==> src/rtl/mips_multicycle_controller.sv <==
// Multi-cycle control FSM for the simplified MIPS datapath. It sequences each instruction,
// drives every mux select and strobe, and guards memory accesses with a bounded-wait watchdog.
//
// Handshake: during FETCH, MEM_READ and MEM_WRITE the request (mem_read or mem_write) acts as
// "valid". mem_ready acts as "ready". The access completes in the one cycle where both are high.
// While mem_ready stays low, the request and address select hold steady.
module mips_multicycle_controller #(
  parameter int unsigned MEM_WAIT_MAX = 16
) (
  input  logic       clock,
  input  logic       reset,
  input  logic [5:0] opcode,
  input  logic       alu_zero,
  input  logic       mem_ready,
  output logic       pc_write,
  output logic [1:0] pc_src,
  output logic       ir_write,
  output logic       iord,
  output logic       mem_read,
  output logic       mem_write,
  output logic       reg_write,
  output logic       reg_dst,
  output logic       mem_to_reg,
  output logic       alu_src_a,
  output logic [1:0] alu_src_b,
  output logic [1:0] alu_op,
  output logic       retired,
  output logic       illegal_op,
  output logic       mem_timeout,
  output logic [3:0] state
);

  typedef enum logic [3:0] {
    S_FETCH     = 4'd0,
    S_DECODE    = 4'd1,
    S_MEM_ADDR  = 4'd2,
    S_MEM_READ  = 4'd3,
    S_MEM_WB    = 4'd4,
    S_MEM_WRITE = 4'd5,
    S_R_EXEC    = 4'd6,
    S_R_WB      = 4'd7,
    S_BRANCH    = 4'd8,
    S_JUMP      = 4'd9,
    S_I_EXEC    = 4'd10,
    S_I_WB      = 4'd11,
    S_HALT      = 4'd15
  } state_e;

  localparam logic [5:0] OP_R    = 6'h00;
  localparam logic [5:0] OP_LW   = 6'h23;
  localparam logic [5:0] OP_SW   = 6'h2B;
  localparam logic [5:0] OP_BEQ  = 6'h04;
  localparam logic [5:0] OP_ADDI = 6'h08;
  localparam logic [5:0] OP_J    = 6'h02;

  // The watchdog fires on the MEM_WAIT_MAX-th consecutive waiting cycle, i.e. when the
  // count of already-elapsed waits is one below the limit.
  localparam logic [7:0] WAIT_LIM = (MEM_WAIT_MAX == 0) ? 8'd0 : 8'(MEM_WAIT_MAX - 1);

  state_e     state_q, state_d;
  logic [7:0] wait_q, wait_d;
  logic       illegal_q, illegal_d;
  logic       timeout_q, timeout_d;
  logic       mem_state;

  always_ff @(posedge clock) begin
    if (!reset) begin
      state_q   <= S_FETCH;
      wait_q    <= 8'd0;
      illegal_q <= 1'b0;
      timeout_q <= 1'b0;
    end else begin
      state_q   <= state_d;
      wait_q    <= wait_d;
      illegal_q <= illegal_d;
      timeout_q <= timeout_d;
    end
  end

  assign mem_state = (state_q == S_FETCH) || (state_q == S_MEM_READ) || (state_q == S_MEM_WRITE);

  always_comb begin
    state_d   = state_q;
    wait_d    = 8'd0;
    illegal_d = illegal_q;
    timeout_d = timeout_q;
    case (state_q)
      S_FETCH:     if (mem_ready) state_d = S_DECODE;
      S_DECODE: begin
        case (opcode)
          OP_LW, OP_SW: state_d = S_MEM_ADDR;
          OP_R:         state_d = S_R_EXEC;
          OP_BEQ:       state_d = S_BRANCH;
          OP_J:         state_d = S_JUMP;
          OP_ADDI:      state_d = S_I_EXEC;
          default: begin
            state_d   = S_HALT;
            illegal_d = 1'b1;
          end
        endcase
      end
      S_MEM_ADDR:  state_d = (opcode == OP_LW) ? S_MEM_READ : S_MEM_WRITE;
      S_MEM_READ:  if (mem_ready) state_d = S_MEM_WB;
      S_MEM_WB:    state_d = S_FETCH;
      S_MEM_WRITE: if (mem_ready) state_d = S_FETCH;
      S_R_EXEC:    state_d = S_R_WB;
      S_R_WB:      state_d = S_FETCH;
      S_BRANCH:    state_d = S_FETCH;
      S_JUMP:      state_d = S_FETCH;
      S_I_EXEC:    state_d = S_I_WB;
      S_I_WB:      state_d = S_FETCH;
      S_HALT:      state_d = S_HALT;
      default: begin
        state_d   = S_HALT;
        illegal_d = 1'b1;
      end
    endcase
    // A completing access (mem_ready=1) always wins over the watchdog.
    if (mem_state && !mem_ready) begin
      if ((MEM_WAIT_MAX != 0) && (wait_q == WAIT_LIM)) begin
        state_d   = S_HALT;
        timeout_d = 1'b1;
      end else begin
        wait_d = (wait_q == 8'hFF) ? wait_q : wait_q + 8'd1;
      end
    end
  end

  always_comb begin
    pc_write   = 1'b0;
    pc_src     = 2'd0;
    ir_write   = 1'b0;
    iord       = 1'b0;
    mem_read   = 1'b0;
    mem_write  = 1'b0;
    reg_write  = 1'b0;
    reg_dst    = 1'b0;
    mem_to_reg = 1'b0;
    alu_src_a  = 1'b0;
    alu_src_b  = 2'd0;
    alu_op     = 2'd0;
    retired    = 1'b0;
    case (state_q)
      S_FETCH: begin
        mem_read  = 1'b1;
        alu_src_b = 2'd1;
        ir_write  = mem_ready;
        pc_write  = mem_ready;
      end
      S_DECODE:   alu_src_b = 2'd3;
      S_MEM_ADDR: begin
        alu_src_a = 1'b1;
        alu_src_b = 2'd2;
      end
      S_MEM_READ: begin
        mem_read = 1'b1;
        iord     = 1'b1;
      end
      S_MEM_WB: begin
        reg_write  = 1'b1;
        mem_to_reg = 1'b1;
        retired    = 1'b1;
      end
      S_MEM_WRITE: begin
        mem_write = 1'b1;
        iord      = 1'b1;
        retired   = mem_ready;
      end
      S_R_EXEC: begin
        alu_src_a = 1'b1;
        alu_op    = 2'd2;
      end
      S_R_WB: begin
        reg_write = 1'b1;
        reg_dst   = 1'b1;
        retired   = 1'b1;
      end
      S_BRANCH: begin
        alu_src_a = 1'b1;
        alu_op    = 2'd1;
        pc_src    = 2'd1;
        pc_write  = alu_zero;
        retired   = 1'b1;
      end
      S_JUMP: begin
        pc_src   = 2'd2;
        pc_write = 1'b1;
        retired  = 1'b1;
      end
      S_I_EXEC: begin
        alu_src_a = 1'b1;
        alu_src_b = 2'd2;
      end
      S_I_WB: begin
        reg_write = 1'b1;
        retired   = 1'b1;
      end
      default: ;
    endcase
    // Holding reset low squashes every strobe, even when it arrives mid-instruction.
    if (!reset) begin
      pc_write  = 1'b0;
      ir_write  = 1'b0;
      mem_read  = 1'b0;
      mem_write = 1'b0;
      reg_write = 1'b0;
      retired   = 1'b0;
    end
  end

  assign illegal_op  = illegal_q;
  assign mem_timeout = timeout_q;
  assign state       = state_q;

endmodule

==> config.mk <==
export PLATFORM = sky130hd
export DESIGN_NAME = mips_multicycle_controller
export DESIGN_NICKNAME = d
export VERILOG_FILES = /design/src/rtl/mips_multicycle_controller.sv
export SDC_FILE = /design/constraint.sdc
export NUM_CORES = 1
export LEC_CHECK = 0
export ABC_CLOCK_PERIOD_IN_PS = 4400
export CAP_MARGIN = 20
export CORE_ASPECT_RATIO = 0.9
export CORE_MARGIN = 8
export CORE_UTILIZATION = 52
export CTS_BUF_LIST = sky130_fd_sc_hd__clkbuf_8
export CTS_CLUSTER_DIAMETER = 80
export DETAILED_ROUTE_END_ITERATION = 8
export MAX_ROUTING_LAYER = met4
export PLACE_DENSITY_LB_ADDON = 0.25
export SYNTH_ARGS = -nofsm -noshare
export SYNTH_HDL_FRONTEND = slang
export SYNTH_SLANG_ARGS = --single-unit
==> constraint.sdc <==
create_clock -name clock -period 4.4 [get_ports clock]
set_input_delay 1.32 -clock clock [delete_from_list [all_inputs] [get_ports clock]]
set_output_delay 1.32 -clock clock [all_outputs]
set_load 0.01 [all_outputs]
# After elaboration in Yosys (flattened, before gate mapping)
# Cells that the tools add are included.
[op_classes]
addsub = 1
eq_ne = 20
n_mux = 29
bitwise_logic = 3
reduce_logical = 18
[ops]
columns = ["cell", "n"]
rows = [
  ["4-bit one-hot mux with 8 select lines", 1],
  ["4-bit == test (second input constant)", 5],
  ["4-bit two-way mux", 5],
  ["4-bit one-hot mux with 5 select lines", 1],
  ["4-bit by 3-bit == test with 1-bit output (second input constant)", 4],
  ["1-bit two-way mux", 15],
  ["6-bit == test (second input constant)", 2],
  ["12-bit OR reduction", 1],
  ["8-bit by 1-bit adder with 8-bit output (second input constant)", 1],
  ["4-bit by 2-bit == test with 1-bit output (second input constant)", 2],
  ["8-bit by 4-bit == test with 1-bit output (second input constant)", 1],
  ["8-bit == test (second input constant)", 1],
  ["2-bit one-hot mux with 2 select lines", 2],
  ["2-bit OR reduction", 4],
  ["6-bit by 2-bit == test with 1-bit output (second input constant)", 1],
  ["6-bit by 3-bit == test with 1-bit output (second input constant)", 1],
  ["6-bit by 4-bit == test with 1-bit output (second input constant)", 1],
  ["6-bit logical NOT", 1],
  ["2-bit one-hot mux with 3 select lines", 1],
  ["3-bit OR reduction", 2],
  ["6-bit OR reduction", 1],
  ["5-bit OR reduction", 1],
  ["4-bit by 1-bit == test with 1-bit output (second input constant)", 1],
  ["4-bit logical NOT", 1],
  ["other kinds (10)", 15],
]
[word_totals]
reg_bits = 14
in_bits = 10
output_inout_bits = 22
wordCells = 75

# Depth between registers and ports, before layout
[depth]
ltp_word = 6
ltp_mapped = 7
ltp_nobuf = 5

# Least setup slack after synthesis
# Ideal clock, no wire load.
[synth_timing]
kind = "input port to output port"
startpoint = "input reset"
endpoint = "output pc_write"
arrival_time_ns = 2.286
required_ns = 3.080
slack_ns = 0.794
cell_stages = 4
path_buffers = 1
path_cell_list = "clkbuf_1 > nand2_1 > nor3_1 > o21bai_1"
[synth_via]
elab_chain_len = 1
[synth_rtl]
columns = ["item", "line_no", "source"]
rows = [
  ["from (decl)", "11", "input logic reset,"],
  ["1-bit two-way mux", "201", "if (!reset) begin"],
  ["to (decl)", "15", "output logic pc_write,"],
]
# No other way between the ends.

# Worst setup path in the final report
# Same ends and word-level chain as after synthesis.

==> results.md <==
- Yosys top cell by area: dfxtp_1
- Commonest non-fill, non-tap cell in the layout: clkdlybuf4s50_1
- Final setup viols: 0
- Endpoint type of the worst setup path: output pin
- # placed instances: 196
- Power consumption: approximately 0.74 mW
- Cell Chain, Critical Path: clkdlybuf4s50_1, nand2_1, nor3_1, o21bai_1, clkdlybuf4s50_1
- Final setup margin: approximately 190 ps
- Top-area cell type share of the netlist area: 25.5%
- Slowest cell on crit path: clkdlybuf4s50_1
- Max-slew violations: 0
- Clk_lat worst skew: around 240 ps
- PD cells: 508 mW/mm²
- Layout Cells excl Fill: 199
- Vias post-DR: 1240
- Die height: 59.7 µm
- DR WL/cell: approximately 15 µm
- CTS sink count: 14
- Share of layout cells above drive strength 1: under 10%
- Skew final: 4.59 ps
- Final hold viol count: 0
- RSZ-0062 raised after global routing: false
- Outcome: finished clean
- Most frequent cells in the layout: clkdlybuf4s50_1 (31), nor2_1 (20), dfxtp_1 (14)
- Most used DFF post-synth: dfxtp_1
- Final period utilization: a little over nine tenths
- Clk pin slew, worst setup/hold paths: roughly 50 ps
- Pre-CTS setup slack: 213 ps
- ANT nets after route: 0
- FMAX: between 200 and 250 MHz
- Nets: 187
- ANT cells: 0
- Ports: 32
- Post-synthesis sequential area ratio: 25.5%
- First-pass GRT wire length: 4890 µm
- Final setup TNS: 0 ps
- Fill cell count: 149
- CP max stage delay: around 560 ps
- Std-Cell Core Area: 0.00195 mm²
- Max Cap Viol: 0
- Slew Limit Headroom: around 60%
- Synth Instances: 150
- Total congestion overflow: 0
- IO Port Bufs: 31
- Req. time, crit path: a little over 3000 ps
- Leakage: approximately 0.5 nW
- Area after DPL: roughly 0.0014 mm²
- Max Buffers Root-to-Sink: 2
- Initial Utilization: between 50 and 60%
- Number of synthesized flops with an enable pin: 0
- Netlist Area Pre-Place: between 0.001 and 0.0015 mm²
- # resized after CTS: 0
- Mean Syn Cell Area: around 7.3 µm²
- RD Place Congestion: between 0.9 and 1
- Residual DRC: 0
- Area growth syn-to-layout: 31.8%
- Cell area after layout: around 0.0015 mm²
- Netlist cell types: 48
- Most frequent CP cell: clkdlybuf4s50_1
- Drt pass-1 iters: 4
- DR vias/cell: 6.23
- Die area: approximately 0.0038 mm²
- Yosys Warn Count: 0
- Startpoint Class: primary input
- Flops & latches, synth: 14
- Iteration-0 DRC Markers: 110
- Row count: 15
- Gr usage total: 15.9%
- Async S/R FF share, synth: 0%
- Post-CTS Setup Inserts: 0
- Die Wd: 64.5 µm
- Syn_nets: ~160
- Initial antenna violation count: 0
- Slew @ Worst Pin: between 500 and 600 ps
- Root Buffer: clkbuf_8
- Min Clock Period, post-route: approximately 4200 ps
- Worst VDD drop: between 0.0003 and 0.0004 V
- Critical Path AT: ~2900 ps
- CTS tree: done
- Critical path class: in2out
- # hold bufs at CTS: 0
- DP HPWL: approximately 2300 µm
- Hold WC Path Type: reg2reg
- Max FO, Critical Path: 5
- Vias in the first global route: just over 1000
- Largest net degree at the start of global routing: 22
- H-tree Lvls: 1
- Top post-synthesis cells by area: dfxtp_1 (25%), nor2_1 (6.8%), nor3_1 (4.1%)
- Drt total wl: around 3000 µm
- Number of CTS-inserted buffers: 3
[report_power, final]
part	internal, mW	leakage [nW]	switching, mW
Sequential	0.149	0.114	0.0665
Clock	0.0604	0.0216	0.0419
Combinational	0.224	0.366	0.195
[worst max-delay path, delay by kind of cell]
family / cells / cell delay, ps
AND/OR/NAND/NOR: 2 / 380
AO/OA/AOI/OAI: 1 / 150
buffers and inverters: 2 / 1050
[sequential cells by signal, indices dropped and copies added, names as in the netlist]
register and flops:
state 4, illegal_op 1, mem_timeout 1, wait_q 8
[final timing paths]
path,slack (ps),startpoint,endpoint,cells past startpoint
hold reg to reg,490,mem_timeout$_SDFFE_PN0P_,mem_timeout$_SDFFE_PN0P_,1
setup reg to reg,2190,state[0]$_SDFF_PN0_,wait_q[3]$_SDFFE_PP0P_,4
hold / removal,490,mem_timeout$_SDFFE_PN0P_,mem_timeout$_SDFFE_PN0P_,1
setup / recovery,190,reset,pc_write,5
[routing by layer]
metal | wire length (µm) | track usage, %
met1 | 1340 | 20.2
met2 | 1400 | 24.4
met3 | 282 | 5.78
met4 | 22 | 1.86
met5 | 0 | -
[logic make-up (layout without fill, tap and decap cells)]
kind of cell,count (synthesis),after routing,synth area share [%]
AOI/OAI and AO/OA,35,35,23.4
xor gates and xnor gates,5,5,3.98
adders and majority gates,2,2,2.05
buffers and inverters,15,39,5.68
DFF,14,14,25.5
muxes,1,1,0.909
and+or+nand+nor,78,78,38.5
[area by class of cell]
type | count | area (µm²) | share of cell area, %
well taps | 25 | 31.3 | 2.16
repair buffers | 34 | 333 | 22.9
multi-input cells | 121 | 758 | 52.2
flip-flops and latches | 14 | 280 | 19.3
inverters | 2 | 7.51 | 0.517
clock buffers | 3 | 41.3 | 2.84
[synthesized netlist by cell type, types with 2 or more instances]
cell type / number
or4_1: 2
and3_1: 5
nor4_1: 4
buf_2: 2
nand2b_1: 5
a21oi_1: 6
clkbuf_1: 9
inv_1: 2
nor2b_1: 4
nor3_2: 4
a311oi_1: 2
nor3_1: 9
o21ai_0: 6
nand3_1: 4
or3_1: 2
o21a_1: 2
dfxtp_1: 14
xor2_1: 3
xnor2_1: 2
nor3b_1: 3
o2bb2ai_1: 2
nand4_1: 2
nand2_1: 11
nor2_1: 20
a31oi_1: 2
[through the flow]
step                      hold WS, ps  util (%)
after floorplan                   497         -
after global placement            470      72.2
after detailed placement          462      72.2
after CTS                         486      74.4
after global routing              500      74.4
final                             489      74.4
(Power assumes the default switching activity.)
==> variant (config.mk and constraints unchanged) <==
`MEM_WAIT_MAX`: 16 -> 8.
--- a/src/rtl/mips_multicycle_controller.sv
+++ b/src/rtl/mips_multicycle_controller.sv
@@ -7,3 +7,3 @@
 module mips_multicycle_controller #(
-  parameter int unsigned MEM_WAIT_MAX = 16
+  parameter int unsigned MEM_WAIT_MAX = 8
 ) (
Formal check against the unedited RTL: not equivalent (Yosys sat finds a counterexample within 10 cycles, from zero or initial values and one cycle with reset low).
==> variant against the unedited design <==
  * Die area is 3.8% lower
  * Final area is 1.6% lower
  * Count of clock-buffer cells in the layout is 1 higher
  * Sequential cell count stayed put
  * Total power is 8.1% higher
  * Critical path type unchanged
  * Critical path depth stayed put
  * Largest power group unchanged
  * Area after synthesis is 5.1% lower
  * Highest routed layer unchanged
  * Via count is 3.0% lower
  * Worst hold slack worse by 6.4 ps
  * Largest cell class unchanged
  * Worst setup slack worse by 43 ps
  * Clock skew is 2.0 ps lower
  * Routed wire length is 0.43% higher
==> variant: results <==
[placed_design]
post_dp_cell_area_sq_um = 1370
post-dp-hpwl_microns = 2300
dp_worst_setup_slack_ps = 159
routabilityCongestion = 0.867
port_buffers = 31

[grt]
grt_pass1_wl_microns = 5090
grt.total_usage_pct = 16.6
grt_start_max_net_pins = 21
grt_pass1_vias = 1077

[clock_tree]
path_clk_slew_ps = 60
cts_buffer_depth = 2
cts.repair.resized = 0
clockRootBuffer = "clkbuf_8"
clock_latency_ps = 250
cts_buffers = 3

[drt]
ant_nets = 0
routed_wl_microns = 3060
vias = 1203
drtIter0Drc = 44
dr.pass1.iters = 4

[logic_synthesis]
seq_area_frac_synth_pct = 26.8
synthTopCellsByCount = "19 x nor2_1, 14 x dfxtp_1, 10 x nor3_1"
yosys-top-cells-area = "dfxtp_1 27%, nor2_1 6.8%, nor3_1 4.8%"
ys_warn_count = 0
ys.flop_type = "dfxtp_1"
synthArstFlopShare_pct = 0
synth_cell_types = 46
syn_nets = 147

[timing]
clock_skew_ps = 2.57
slew-limit-headroom_pct = 57.4

[worst_setup_path]
path_max_fanout = 2
arrival_ps = 2940

[final_layout]
nets = 179
drive_above_1_share_pct = 7.78
largest_register_ffs = 8
antennaDiodeCount = 0
fillers = 161

[power]
power.internal_uw = 464
leakage_uw = 0.000500
irDropWorstVdd_mv = 0.423

[hold_path]
hold_class = "flip-flop to flip-flop"

[status]
status = "complete, no violations"
-- variant: stage by stage --
| stage | hold WS [ps] | power, uW | utilization, % | instances |
|---|---|---|---|---|
| after floorplan | 505 | 459 | - | 136 |
| final | 482 | 798 | 74.6 | 192 |
| after CTS | 490 | 799 | 74.6 | 192 |
| after detailed placement | 474 | 669 | 71.8 | 188 |
| after global routing | 510 | 849 | 74.6 | 192 |
| after global placement | 471 | 659 | 71.8 | 188 |
-- variant: worst paths after layout --
check                                               from                       end  slack, ps  cells past startpoint
worst max-delay path                           mem_ready                   retired        140                      5
worst min-delay path            mem_timeout$_SDFFE_PN0P_  mem_timeout$_SDFFE_PN0P_        480                      2
worst max register to register       state[1]$_SDFF_PN0_    wait_q[5]$_SDFFE_PP0P_       2600                      4
worst min register to register  mem_timeout$_SDFFE_PN0P_  mem_timeout$_SDFFE_PN0P_        480                      2
-- variant: power by group through the flow --
stage / registers, uW / clock network, uW / logic [uW]
after floorplan: 189 / 0 / 271
after global placement: 229 / 0 / 430
after detailed placement: 231 / 0 / 437
after CTS: 228 / 132 / 439
after global routing: 240 / 136 / 472
final: 231 / 129 / 438
-- variant: critical path: stages --
cell             delay [ps]
clkdlybuf4s50_1         480
nor2_1                   50
o21ai_0                 230
nor4b_1                 260
clkdlybuf4s50_1         600
-- variant: layer usage --
metal  global-route usage [%]  share of wire [%]
met3                     4.92                6.2
met1                     20.3                 45
met2                     27.2                 48
met4                     2.22               0.23
met5                        -                  0
-- variant: area by class of cell --
cell class                      count  area (sq um)  share of cell area (%)
Multi-Input combinational cell    111           714                    50.0
Sequential cell                    14           280                    19.6
Tap cell                           25          31.3                    2.19
Inverter                            4          15.0                    1.05
Timing Repair Buffer               34           333                    23.3
Clock buffer                        4          55.1                    3.85
-- variant: cells by family (layout without fill, tap and decap cells) --
kind of cell / count (synthesis) / count (layout) / share of synthesized area (%)
flops: 14 / 14 / 26.8
simple gates: 65 / 65 / 36.2
buf+inv: 11 / 42 / 4.79
fa+ha+maj: 3 / 3 / 3.11
xor+xnor: 5 / 5 / 4.19
mux: 1 / 1 / 0.958
compound gates: 37 / 37 / 24.0
